<file path="src/rtl/seg_pkg.sv">
// seg_pkg: shared encodings for the seven-segment scan controller
package seg_pkg;
    typedef enum logic [1:0] {WIN0 = 2'b00, WIN1 = 2'b01, WIN2 = 2'b10} win_t;
    typedef enum logic [1:0] {SLOT0 = 2'd0, SLOT1 = 2'd1, SLOT2 = 2'd2, SLOT3 = 2'd3} slot_t;
    localparam logic [3:0] ANODE_OFF   = 4'b1111;
    localparam logic [3:0] DIGIT_MINUS = 4'hA;
    localparam logic [3:0] DIGIT_BLANK = 4'hF;
    // Active-low anode pattern for a slot; slot 0 is the rightmost anode.
    function automatic logic [3:0] anode_of(slot_t s);
        return ~(4'b0001 << s);
    endfunction
endpackage

</file>
<file path="src/rtl/btn_debounce.sv">
// btn_debounce: synchronizes and debounces one raw button, emitting a one-cycle press pulse.
// Ports: clk, rst (sync, active-high), btn (raw async input), press (1-cycle pulse on accepted 0->1).
module btn_debounce #(
    parameter int DEBOUNCE_CYCLES = 500000
) (
    input  logic clk,
    input  logic rst,
    input  logic btn,
    output logic press
);
    localparam int CW = $clog2(DEBOUNCE_CYCLES);
    logic [1:0]    sync;
    logic          stable;
    logic [CW-1:0] cnt;
    logic          accept;

    assign accept = (sync[1] != stable) && (cnt == CW'(DEBOUNCE_CYCLES - 1));

    always_ff @(posedge clk) begin
        if (rst) begin
            sync   <= '0;
            stable <= 1'b0;
            cnt    <= '0;
            press  <= 1'b0;
        end else begin
            sync  <= {sync[0], btn};
            cnt   <= (sync[1] == stable || accept) ? '0 : cnt + CW'(1);
            press <= accept && sync[1];
            if (accept)
                stable <= sync[1];
        end
    end
endmodule

</file>
<file path="src/rtl/seg_scan_ctrl.sv">
// seg_scan_ctrl: scrolls a 3-digit window over a 5-digit BCD value and scans it plus a sign slot onto 4 anodes.
// Ports: clk, rst (sync, active-high), bcd[19:0], sign, btn_l, btn_r (raw buttons),
//        anode[3:0] (active-low), digit[3:0], digit_is_sign, window[1:0].
module seg_scan_ctrl
    import seg_pkg::*;
#(
    parameter int REFRESH_DIV     = 100000,
    parameter int DEBOUNCE_CYCLES = 500000
) (
    input  logic        clk,
    input  logic        rst,
    input  logic [19:0] bcd,
    input  logic        sign,
    input  logic        btn_l,
    input  logic        btn_r,
    output logic [3:0]  anode,
    output logic [3:0]  digit,
    output logic        digit_is_sign,
    output logic [1:0]  window
);
    localparam int RW = $clog2(REFRESH_DIV);
    win_t          win, win_next;
    slot_t         slot;
    logic [RW-1:0] ref_cnt;
    logic          press_l, press_r;
    logic [2:0]    idx;
    logic [31:0]   bcd_ext;
    logic [3:0]    digit_next;

    btn_debounce #(.DEBOUNCE_CYCLES(DEBOUNCE_CYCLES)) u_deb_l (.clk(clk), .rst(rst), .btn(btn_l), .press(press_l));
    btn_debounce #(.DEBOUNCE_CYCLES(DEBOUNCE_CYCLES)) u_deb_r (.clk(clk), .rst(rst), .btn(btn_r), .press(press_r));

    always_ff @(posedge clk) begin
        if (rst)
            win <= WIN0;
        else
            win <= win_next;
    end

    // Simultaneous presses cancel; both directions saturate at the ends.
    always_comb begin
        win_next = (press_l && !press_r) ? (win == WIN0 ? WIN1 : WIN2) :
                   (press_r && !press_l) ? (win == WIN2 ? WIN1 : WIN0) : win;
    end

    always_comb begin
        window = win;
    end

    always_ff @(posedge clk) begin
        if (rst) begin
            ref_cnt <= '0;
            slot    <= SLOT0;
        end else if (ref_cnt == RW'(REFRESH_DIV - 1)) begin
            ref_cnt <= '0;
            slot    <= slot_t'(slot + 2'd1);
        end else begin
            ref_cnt <= ref_cnt + RW'(1);
        end
    end

    // Nibble index = offset + slot; padding keeps the slot-3 index in range although it is never selected.
    assign idx     = {1'b0, win} + {1'b0, slot};
    assign bcd_ext = {12'hFFF, bcd};

    always_comb begin
        digit_next = (slot == SLOT3) ? (sign ? DIGIT_MINUS : DIGIT_BLANK) : bcd_ext[{idx, 2'b00} +: 4];
    end

    always_ff @(posedge clk) begin
        if (rst) begin
            anode         <= ANODE_OFF;
            digit         <= DIGIT_BLANK;
            digit_is_sign <= 1'b0;
        end else begin
            anode         <= anode_of(slot);
            digit         <= digit_next;
            digit_is_sign <= (slot == SLOT3);
        end
    end
endmodule
</file>
<file path="config.mk">
export PLATFORM = sky130hd
export DESIGN_NAME = seg_scan_ctrl
export DESIGN_NICKNAME = d
export VERILOG_FILES = /design/src/rtl/seg_pkg.sv /design/src/rtl/btn_debounce.sv /design/src/rtl/seg_scan_ctrl.sv
export SDC_FILE = /design/constraint.sdc
export NUM_CORES = 1
export LEC_CHECK = 0
export ABC_AREA = 1
export CELL_PAD_IN_SITES_DETAIL_PLACEMENT = 0
export CELL_PAD_IN_SITES_GLOBAL_PLACEMENT = 1
export CORE_UTILIZATION = 42
export DETAILED_ROUTE_END_ITERATION = 8
export PLACE_DENSITY = 0.8
export SLEW_MARGIN = 20
export SYNTH_ARGS = -nofsm -noshare
export SYNTH_HDL_FRONTEND = slang
export SYNTH_HIERARCHICAL = 1
export SYNTH_SLANG_ARGS = --single-unit
export TNS_END_PERCENT = 10
</file>
<file path="constraint.sdc">
create_clock -name clk -period 1.95 [get_ports clk]
set_input_delay 0.4875 -clock clk [delete_from_list [all_inputs] [get_ports clk]]
set_output_delay 0.4875 -clock clk [all_outputs]
set_load 0.02 [all_outputs]
</file>
* Yosys cells after proc, flatten, opt, wreduce, memory -nomap -nowiden
Index checks and enable logic that the tools add are counted.
Word-level totals: bits in registers 76, bits of input ports 25, word-level logic and storage cells 52
Cells by class: add/subtract/negate cells 5, equality and inequality tests 9, shift operators 2, muxes and demuxes 6, bitwise gates (word level) 1, reduce and logical (&&, ||, !) cells 15
Operators by type and width (number):
- 19-bit by 1-bit adder with 19-bit output, second input constant | 2
- 19-bit equality test, second input constant | 2
- 32-bit by 6-bit variable part select with 4-bit output | 1
- 17-bit by 1-bit adder with 17-bit output, second input constant | 1
- 17-bit equality test, second input constant | 1
- 1-bit logical AND | 6
- 2-bit 2-to-1 mux | 3
- 2-bit OR reduction | 3
- 2-bit equality test, second input constant | 2
- 4-bit 2-to-1 mux | 1
- 4-bit NOT | 1
- 1-bit by 2-bit left shift with 4-bit output, first input constant | 1
- 2-bit by 2-bit adder with 3-bit output | 1
- 3-bit 2-to-1 mux | 1
- 2-bit by 1-bit adder with 2-bit output, second input constant | 1
- 1-bit equality test | 2
- 1-bit zero test | 2
- 2-bit zero test | 1
- 1-bit logical OR | 2
- 1-bit != test | 2
- 2-bit nonzero test | 1
- 1-bit 2-to-1 mux | 1

* Logic depth before layout (Yosys ltp)
Gate-level depths: netlist of the first run.
depth after elaboration 4, depth in mapped cells 9

* By module
The synthesis of the first run kept the hierarchy.
Modules (own cells, without submodules):
- seg_scan_ctrl | times used 1, cells an instance 237, area each 1612.8 um2
- btn_debounce at u_deb_l | times used 1, cells an instance 173, area each 1216.2 um2
- btn_debounce at u_deb_r | times used 1, cells an instance 173, area each 1214.9 um2

* Worst setup path after synthesis of the first run
No wires, ideal clock.
kind register -> register, start point reg win[0], in the netlist window[0], end point reg digit[1], setup time 123 ps, arrival 1753 ps, required time 1827 ps, setup slack 73 ps, stages on the path, launching flop included 9, cells stage by stage dfxtp_1 ha_1 inv_1 fa_1 inv_1 nor2_1 inv_1 o21ai_0 nand3_1
Between the ends: word-level cells in the longest chain between the ends 3
RTL lines:
- start: declaration | line seg_scan_ctrl.sv:22 | win_t win, win_next;
- start signal: assignment | line seg_scan_ctrl.sv:37 | win <= win_next;
- 2-bit by 2-bit adder with 3-bit output | line seg_scan_ctrl.sv:63 | assign idx = {1'b0, win} + {1'b0, slot};
- 32-bit by 6-bit variable part select with 4-bit output | line seg_scan_ctrl.sv:67 | digit_next = (slot == SLOT3) ? (sign ? DIGIT_MINUS : DIGIT_BLANK) : bcd_ext[{idx, 2'b00} +: 4];
- 4-bit 2-to-1 mux | line seg_scan_ctrl.sv:67
- end signal: assignment | line seg_scan_ctrl.sv:77 | digit <= digit_next;
- end: declaration | line seg_scan_ctrl.sv:17 | output logic [3:0] digit,
Every way passes these cells. A chain may end at the register's enable or synchronous reset.

* Worst setup path after layout of the first run
start point reg win[0], in the netlist window[0], end point out window[0]
RTL lines:
- end: declaration | line seg_scan_ctrl.sv:19 | output logic [1:0] window
No word-level cell between the ends.

==> results of run 1 <==
==> power by group through the flow <==
| stage | Clock (mW) | Combinational [mW] | Sequential [mW] |
|---|---|---|---|
| 4_1_cts | 1.51 | 0.128 | 1.58 |
| 2_1_floorplan | 0 | 0.0540 | 1.62 |
| 5_1_grt | 1.57 | 0.142 | 1.58 |
| 3_5_place_dp | 0 | 0.128 | 1.61 |
| 3_3_place_gp | 0 | 0.128 | 1.61 |
| 6_report | 1.47 | 0.127 | 1.58 |
==> worst paths after layout <==
check | from | endpoint | slack (ns) | cells after the start
setup / recovery | window[0] | window[0] | 0.12 | 1
hold / removal | u_deb_l/sync[0] | u_deb_l/sync[1] | 0.41 | 2
setup reg to reg | window[0] | digit[1] | 0.18 | 8
hold reg to reg | u_deb_l/sync[0] | u_deb_l/sync[1] | 0.41 | 2
==> synthesized netlist by cell type, drive strengths merged <==
library cell  instances
nand3                50
inv                  76
clkinv                2
nand3b                4
nand2               136
dfxtp                76
o211ai                2
o21bai                1
o21a                  2
o21ai                12
nor2                154
xor2                 29
nor3                  5
ha                    9
fa                    1
a21oi                 5
nand4                 8
a211oi                1
xnor2                 6
buf                   4
==> per-layer routing <==
layer	part of all wire, %	GRT usage [%]
met4	1.1	6.689
met5	0	0
met3	2.2	2.855
met1	51	23.57
met2	45	28.56
==> state kept, by name, summed over array words and instances (netlist names) <==
register and flops:
u_deb_l/press 1, digit_is_sign 1, u_deb_r/stable 1, u_deb_r/cnt 19, ref_cnt 17, u_deb_r/press 1, u_deb_r/sync 2, window 2
slot 2, u_deb_l/stable 1, digit 4, u_deb_l/sync 2, u_deb_l/cnt 19, anode 4
==> stage by stage <==
stage | setup WS (ns) | std cells | power, mW
floorplan | 0.07339 | 583 | 1.673
global placement | 0.1414 | 746 | 1.741
detailed placement | 0.1202 | 746 | 1.741
CTS | 0.04294 | 762 | 3.212
global route | 0.01360 | 762 | 3.288
finish | 0.1199 | 762 | 3.170
==> timing repair <==
item                                    in CTS  in global routing
endpoints found under the setup margin       0                  3
resized for setup                            0                  1
setup buffers                                0                  0
==> worst min-delay path: cells and delay by family, from the launching register on <==
kind | cells | cell delay [ns]
and+or+nand+nor | 1 | 0.03
buffers and inverters | 1 | 0.04
DFF | 1 | 0.30
==> logic make-up after synthesis <==
kind of cell             after synthesis  synth area share [%]
XOR/XNOR                              35                 7.580
flip-flops                            76                 37.62
adder cells (fa/ha/maj)               10                 3.280
AND/OR/NAND/NOR                      357                 39.11
AO/OA/AOI/OAI                         23                 3.496
buffers and inverters                 82                 8.911
==> final cells by class <==
cell class | instances | area share [%]
inverter | 78 | 6.371
clock inverter | 6 | 2.334
multi-input combinational | 425 | 45.31
sequential | 76 | 31.91
timing repair buffer | 38 | 7.813
tap | 129 | 3.382
clock buffer | 10 | 2.884
==> results.cfg, run 1 <==
[status]
status = finished, final reports clean

[power_and_ir_drop]
p_sw_share_pct = 20.40
p_int_mw = 2.523
p_sw_mw = 0.6468
ir_drop_mv = 0.2946
p_comb_share_pct = 4.0
p_per_area_nw_per_um2 = 664.2
clockPowerShare_pct = 46.2
p_seq_share_pct = 49.8
p_leak_nw = 1.753

[grt]
grt-ovfl-total = 0
antenna_found_initial = 0
grt_start_max_net_pins = 16
track_usage_pct = 17.62
grt_pass1_wl_um = 14200
first_global_vias = 3274

[finish]
fin_area_um2 = 4772
final_nets = 663
multiInputGateArea_um2 = 2162
num_antenna_cells = 0
layout_commonest_cell = nand2_1
areaGrowthSynthToFinish_pct = 18.01
drive_gt1_share_pct = 9.795
postLayoutCoreUtil_pct = 51.40
regArea_um2 = 1523
final_cell_mix = nand2_1, nor2_1, dfxtp_1, inv_1, nand3_1
num-fill-cells = 936

[sta]
rsz0062_at_grt = no
setup_violations = 0
fin_setup_tns_ns = 0
drv_slew = 0
slew_headroom_pct = 73.34
min_period_ns = 1.830
fin_hold_ws_ns = 0.4057
finClkSkew_ns = 0.009739
hold_viol_final = 0
max_freq_ghz = 0.5464
post-route-period-util_pct = 93.85
worst_pin_slew_ns = 0.3984

[yosys]
yosysWarnings = 6
ys_top_cells_by_area = dfxtp_1, nand2_1, nor2_1
syn-num-nets = 618
ys_ff_latch = 76
synth.cell_area_um2 = 4044
synthCells = 583
yosysSeqAreaShare_pct = 37.62
syn_avg_cell_area_um2 = 6.936
synth_top_area_share_pct = 37.62
yosysTopAreaCell = dfxtp_1
synth_cell_types = 31

[setup_path]
max_stage_delay_ns = 0.62
cp_num_buf_inv = 1
cp.arrival_ns = 1.34
path_max_fanout = 5
cp-start-kind = register
crit_family = buffers and inverters
worstSetupPathType = register to output port
worstPathRequired_ns = 1.46
path_cells = clkdlybuf4s50_1
endpoint_kind = output port
cp_slowest_cell = clkdlybuf4s50_1

[clocking]
h-tree-depth = 3
cts_root_buffer = clkbuf_8
clk_path_buf_depth = 2
cts_tree = yes
cts_buffers = 9
ctsHoldBuffers = 0
clkTransAtPathRegs_ns = 0.08
numClockSinks = 76
insertion_delay_ns = 0.34

[placed_design]
post_dp_cell_area_um2 = 4522
port_buffers = 35
dp_hpwl_um = 6208
routabilityCongestion = 0.7990

[detailed_routing]
vias_per_cell = 4.549
antenna_left = 0
firstDrtPassIters = 4
wl_per_cell_um = 10.74
wl_um = 8187
drc = 0
drtIter0Drc = 90
dr_total_vias = 3466

[die]
start_util_pct = 43.56
pin_count = 36
rows = 35
die_area_um2 = 10030
coreArea_um2 = 9284
die_w_um = 100.1
die_h_um = 100.1

[worst_hold_path]
hold_class = register to register

[job]
drv_cap = 0
(Power assumes the default switching activity.)
==> run 2: changes to the inputs <==
==> constraint.sdc (replaced) <==
create_clock -name clk -period 1.95 [get_ports clk]
set_input_delay 0.195 -clock clk [delete_from_list [all_inputs] [get_ports clk]]
set_output_delay 0.195 -clock clk [all_outputs]
set_load 0.02 [all_outputs]
==> run 2 against run 1 <==
Sequential power barely moved. Combinational power barely moved. Critical path depth rose by 7. Largest cell class unchanged. Die area did not move. Sequential cell count did not move. Worst setup slack improved by 0.055 ns.
==> results.cfg, run 2 (same netlist as run 1, synthesis figures left out) <==
[finish]
fin_area_um2 = 4761
areaGrowthSynthToFinish_pct = 17.73
final_cell_mix = nand2_1, nor2_1, dfxtp_1, inv_1, nand3_1
layout_commonest_cell = nand2_1
final_nets = 663
num_antenna_cells = 0
reg_top3 = u_deb_l/cnt: 19 flops, u_deb_r/cnt: 19 flops, ref_cnt: 17 flops
drive_gt1_share_pct = 9.953
num-fill-cells = 974
regArea_um2 = 1521
final_cells = 762
multiInputGateArea_um2 = 2167

[detailed_routing]
wl_um = 8019
firstDrtPassIters = 4
routedLengthMet1_um = 4257
vias_per_cell = 4.567
drtIter0Drc = 85
wl_met2_um = 3471
maxUsedRoutingLayer = met4
antenna_left = 0
wl_per_cell_um = 10.52
routed-wl-met3_um = 207
dr_total_vias = 3480
drc = 0

[setup_path]
endpoint_kind = register
rrSetupSlack_ns = 0.18
path_cells = ha_1, inv_1, fa_2, inv_1, nor2_2, inv_1, o21ai_0, nand3_1
path_max_fanout = 6
cp_slowest_cell = fa_2
cp-start-kind = register
max_stage_delay_ns = 0.59
r2r_end = digit[1]
crit_top_cell = inv_1
crit_family = adder cells
r2r-start = slot[0]
worstSetupPathType = register to register
worstPathRequired_ns = 2.17
cp_num_buf_inv = 3
reg2reg_depth = 8
cp.arrival_ns = 2.00

[power_and_ir_drop]
ir_drop_mv = 0.3747
p_per_area_nw_per_um2 = 650.6
p_total_mw = 3.098
p_leak_nw = 1.754

[sta]
setup_violations = 0
post-route-period-util_pct = 91.02
max_freq_ghz = 0.5634
finClkSkew_ns = 0.007041
fin_setup_tns_ns = 0
hold_viol_final = 0
drv_slew = 0
rsz0062_at_grt = no
fin_hold_ws_ns = 0.4018
slew_headroom_pct = 72.10
worst_pin_slew_ns = 0.4170
min_period_ns = 1.775

[placed_design]
dpl.cell_count = 746
dp_hpwl_um = 6007
port_buffers = 35
routabilityCongestion = 0.8190
post_dp_cell_area_um2 = 4522

[die]
die_area_um2 = 10030
rows = 35
pin_count = 36
coreArea_um2 = 9284
die_w_um = 100.1
die_h_um = 100.1
start_util_pct = 43.56

[clocking]
numClockSinks = 76
cts_tree = yes
cts_buffers = 9
clk_path_buf_depth = 2
clkTransAtPathRegs_ns = 0.08
ctsHoldBuffers = 0
cts_root_buffer = clkbuf_8
insertion_delay_ns = 0.34
h-tree-depth = 3

[grt]
antenna_found_initial = 0
first_global_vias = 3261
track_usage_pct = 17.77
grt-ovfl-total = 0
grt_start_max_net_pins = 16
grt_pass1_wl_um = 14280

[worst_hold_path]
worstHoldEndpoint = u_deb_r/sync[0]
hold_start = btn_r
hold_class = input port to register
holdPathStages = 3

[job]
drv_cap = 0

[status]
status = finished, final reports clean
## run 2: metal layers
| metal | vias to the layer above | global-route usage, % |
|---|---|---|
| li1 | 1892 | - |
| met1 | 1531 | 24.35 |
| met2 | 50 | 27.71 |
| met3 | 7 | 3.900 |
| met4 | 0 | 5.909 |
| met5 | - | 0 |
## run 2: cell type report
class                   count  share of cell area (%)
clock inverters             5                   1.735
repair buffers             38                   7.832
well taps                 129                   3.390
inverters                  78                   6.386
clock buffers              11                   3.180
multi-input cells         425                   45.52
flip-flops and latches     76                   31.96
## run 2: power breakdown
group | switching (mW) | total (mW) | leakage (nW) | internal [mW]
Sequential | 0.0106 | 1.58 | 0.615 | 1.57
Combinational | 0.0571 | 0.129 | 1.02 | 0.0716
Clock | 0.596 | 1.39 | 0.120 | 0.796
Total | 0.664 | 3.10 | 1.75 | 2.43
## run 2: how the worst max path moves through the flow
stage,start,end,slack [ns],depth (start not counted)
floorplan,window[0],digit[1],0.07,8
finish,slot[0],digit[1],0.18,8
global placement,window[0],digit[1],0.18,8
CTS,slot[1],digit[1],0.09,7
detailed placement,slot[1],digit[1],0.13,7
global route,slot[0],digit[3],0.02,8
## run 2: what timing repair did
item                       4_1_cts  5_1_grt
setup endpoints to repair        0        2
gates resized for setup          0        2
setup buffers                    0        0
## run 2: per-stage QoR
step	worst slack [ns]	utilization (%)
after CTS	0.09408	51.23
after floorplan	0.07339	-
after global routing	0.01936	51.28
final	0.1752	51.28
after detailed placement	0.1266	48.71
after global placement	0.1763	48.71
## run 2: worst register-to-register path: stages, from the launching register on
cell and delay, ns:
dfxtp_1 0.34, ha_1 0.14, inv_1 0.05, fa_2 0.59, inv_1 0.11, nor2_2 0.13
inv_1 0.06, o21ai_0 0.14, nand3_1 0.09
==> run 3: changes to the inputs <==
CTS_BUF_LIST = sky130_fd_sc_hd__clkbuf_16   (was not set)
==> run 3 against run 2 <==
Sequential power about the same. First-iteration DRC count down 5.9%. Hold slack worse by 0.0022 ns.
==> results.cfg, run 3 (same netlist as run 1, synthesis figures left out) <==
[finish]
fin_area_um2 = 4842
areaGrowthSynthToFinish_pct = 19.74
postLayoutCoreUtil_pct = 52.16
reg_top3 = u_deb_l/cnt: 19 flops, u_deb_r/cnt: 19 flops, ref_cnt: 17 flops
drive_gt1_share_pct = 9.637
layout_commonest_cell = nand2_1
num_antenna_cells = 0
final_nets = 663
final_cell_mix = nand2_1, nor2_1, dfxtp_1, inv_1, nand3_1

[placed_design]
post_dp_cell_area_um2 = 4522
routabilityCongestion = 0.8190
port_buffers = 35
dp_hpwl_um = 6007

[setup_path]
cp-start-kind = register
cp_num_buf_inv = 3
cp.arrival_ns = 1.98
max_stage_delay_ns = 0.59
crit_family = adder cells
worstSetupPathType = register to register
critical_path_depth = 8
endpoint_kind = register
path_max_fanout = 6
reg2reg_depth = 8
rrSetupSlack_ns = 0.18
crit_top_cell = inv_1
cp_slowest_cell = fa_2
worstPathRequired_ns = 2.16
path_cells = ha_1, inv_1, fa_2, inv_1, nor2_2, inv_1, o21ai_0, nand3_1

[die]
die_area_um2 = 10030
start_util_pct = 43.56
die_w_um = 100.1
coreArea_um2 = 9284
die_h_um = 100.1
rows = 35
pin_count = 36

[sta]
drv_slew = 0
slew_headroom_pct = 72.23
hold_viol_final = 0
finClkSkew_ns = 0.006914
post-route-period-util_pct = 91.02
fin_setup_tns_ns = 0
setup_violations = 0
worst_pin_slew_ns = 0.4150
max_freq_ghz = 0.5634
rsz0062_at_grt = no
min_period_ns = 1.775

[detailed_routing]
firstDrtPassIters = 4
wl_um = 8042
dr_total_vias = 3486
drtIter0Drc = 80
wl_per_cell_um = 10.55
antenna_left = 0
vias_per_cell = 4.575
drc = 0

[clocking]
clk_path_buf_depth = 2
insertion_delay_ns = 0.33
clkTransAtPathRegs_ns = 0.06
cts_buffers = 9
post_cts_buffers = 0
numClockSinks = 76
cts_tree = yes
h-tree-depth = 3
cts_root_buffer = clkbuf_16

[status]
status = finished, final reports clean

[grt]
met1_usage_pct = 24.48
grt-ovfl-total = 0
grtUsageMet2_pct = 27.66
antenna_found_initial = 0
first_global_vias = 3276
track_usage_pct = 17.84
grt_start_max_net_pins = 16
use_met3_pct = 3.900
grt_pass1_wl_um = 14320
grt-busiest-layer = met2

[power_and_ir_drop]
p_seq_share_pct = 45.5
p_leak_nw = 1.789
p_per_area_nw_per_um2 = 716.9
ir_drop_mv = 0.4463
p_sw_mw = 0.7152
p_int_mw = 2.756
p_sw_share_pct = 20.60
p_comb_share_pct = 3.7
clockPowerShare_pct = 50.8

[worst_hold_path]
holdPathStages = 2
hold_class = register to register

[job]
drv_cap = 0
-- run 3: cell count changes in the layout (fill, tap and decap cells not counted) --
cell and delta:
clkinv_1 +2, clkbuf_8 -11, clkbuf_16 +9
-- run 3: metal layers --
metal / wire, um / up-vias / share of wire (%)
met5: 0 / - / 0
met4: 113 / 0 / 1.4
met3: 238 / 8 / 3.0
met2: 3455 / 44 / 43
met1: 4235 / 1538 / 53
li1: - / 1896 / -
-- run 3: repair_timing --
action / CTS / global route
hold buffers: 0 / 0
endpoints found under the setup margin: 0 / 2
resized for setup: 0 / 2
hold endpoints to repair: 0 / 0
-- run 3: worst reg2reg max path: stages, from the launching register on --
cell and delay (ns):
dfxtp_1 0.34, ha_1 0.14, inv_1 0.05, fa_2 0.59, inv_1 0.11, nor2_2 0.13, inv_1 0.06, o21ai_0 0.14
nand3_1 0.09
-- run 3: power by group through the flow --
stage / clock network (mW) / logic, mW / registers [mW]
finish: 1.76 / 0.129 / 1.58
global route: 1.88 / 0.142 / 1.58
CTS: 1.82 / 0.130 / 1.58
detailed placement: 0 / 0.130 / 1.61
global placement: 0 / 0.129 / 1.61
floorplan: 0 / 0.0540 / 1.62
-- run 3: cell type report --
cell class              count  area, um^2
well taps                 129       161.4
inverters                  78       304.0
repair buffers             38       372.9
multi-input cells         425        2167
clock inverters             7       90.09
clock buffers               9       225.2
fillers                   961        4442
flip-flops and latches     76        1521
-- run 3: worst paths after layout --
check | startpoint | endpoint
worst max register to register | slot[0] | digit[1]
worst min-delay path | u_deb_r/sync[0] | u_deb_r/sync[1]
worst min register to register | u_deb_r/sync[0] | u_deb_r/sync[1]
worst max-delay path | slot[0] | digit[1]
-- run 3: stage by stage --
stage	cells	total power [mW]	hold slack [ns]	worst slack, ns
global route	762	3.602	0.4126	0.02639
CTS	762	3.531	0.4011	0.09684
global placement	746	1.743	0.3916	0.1763
finish	762	3.471	0.3996	0.1750
detailed placement	746	1.744	0.3938	0.1266
floorplan	583	1.673	0.2641	0.07339
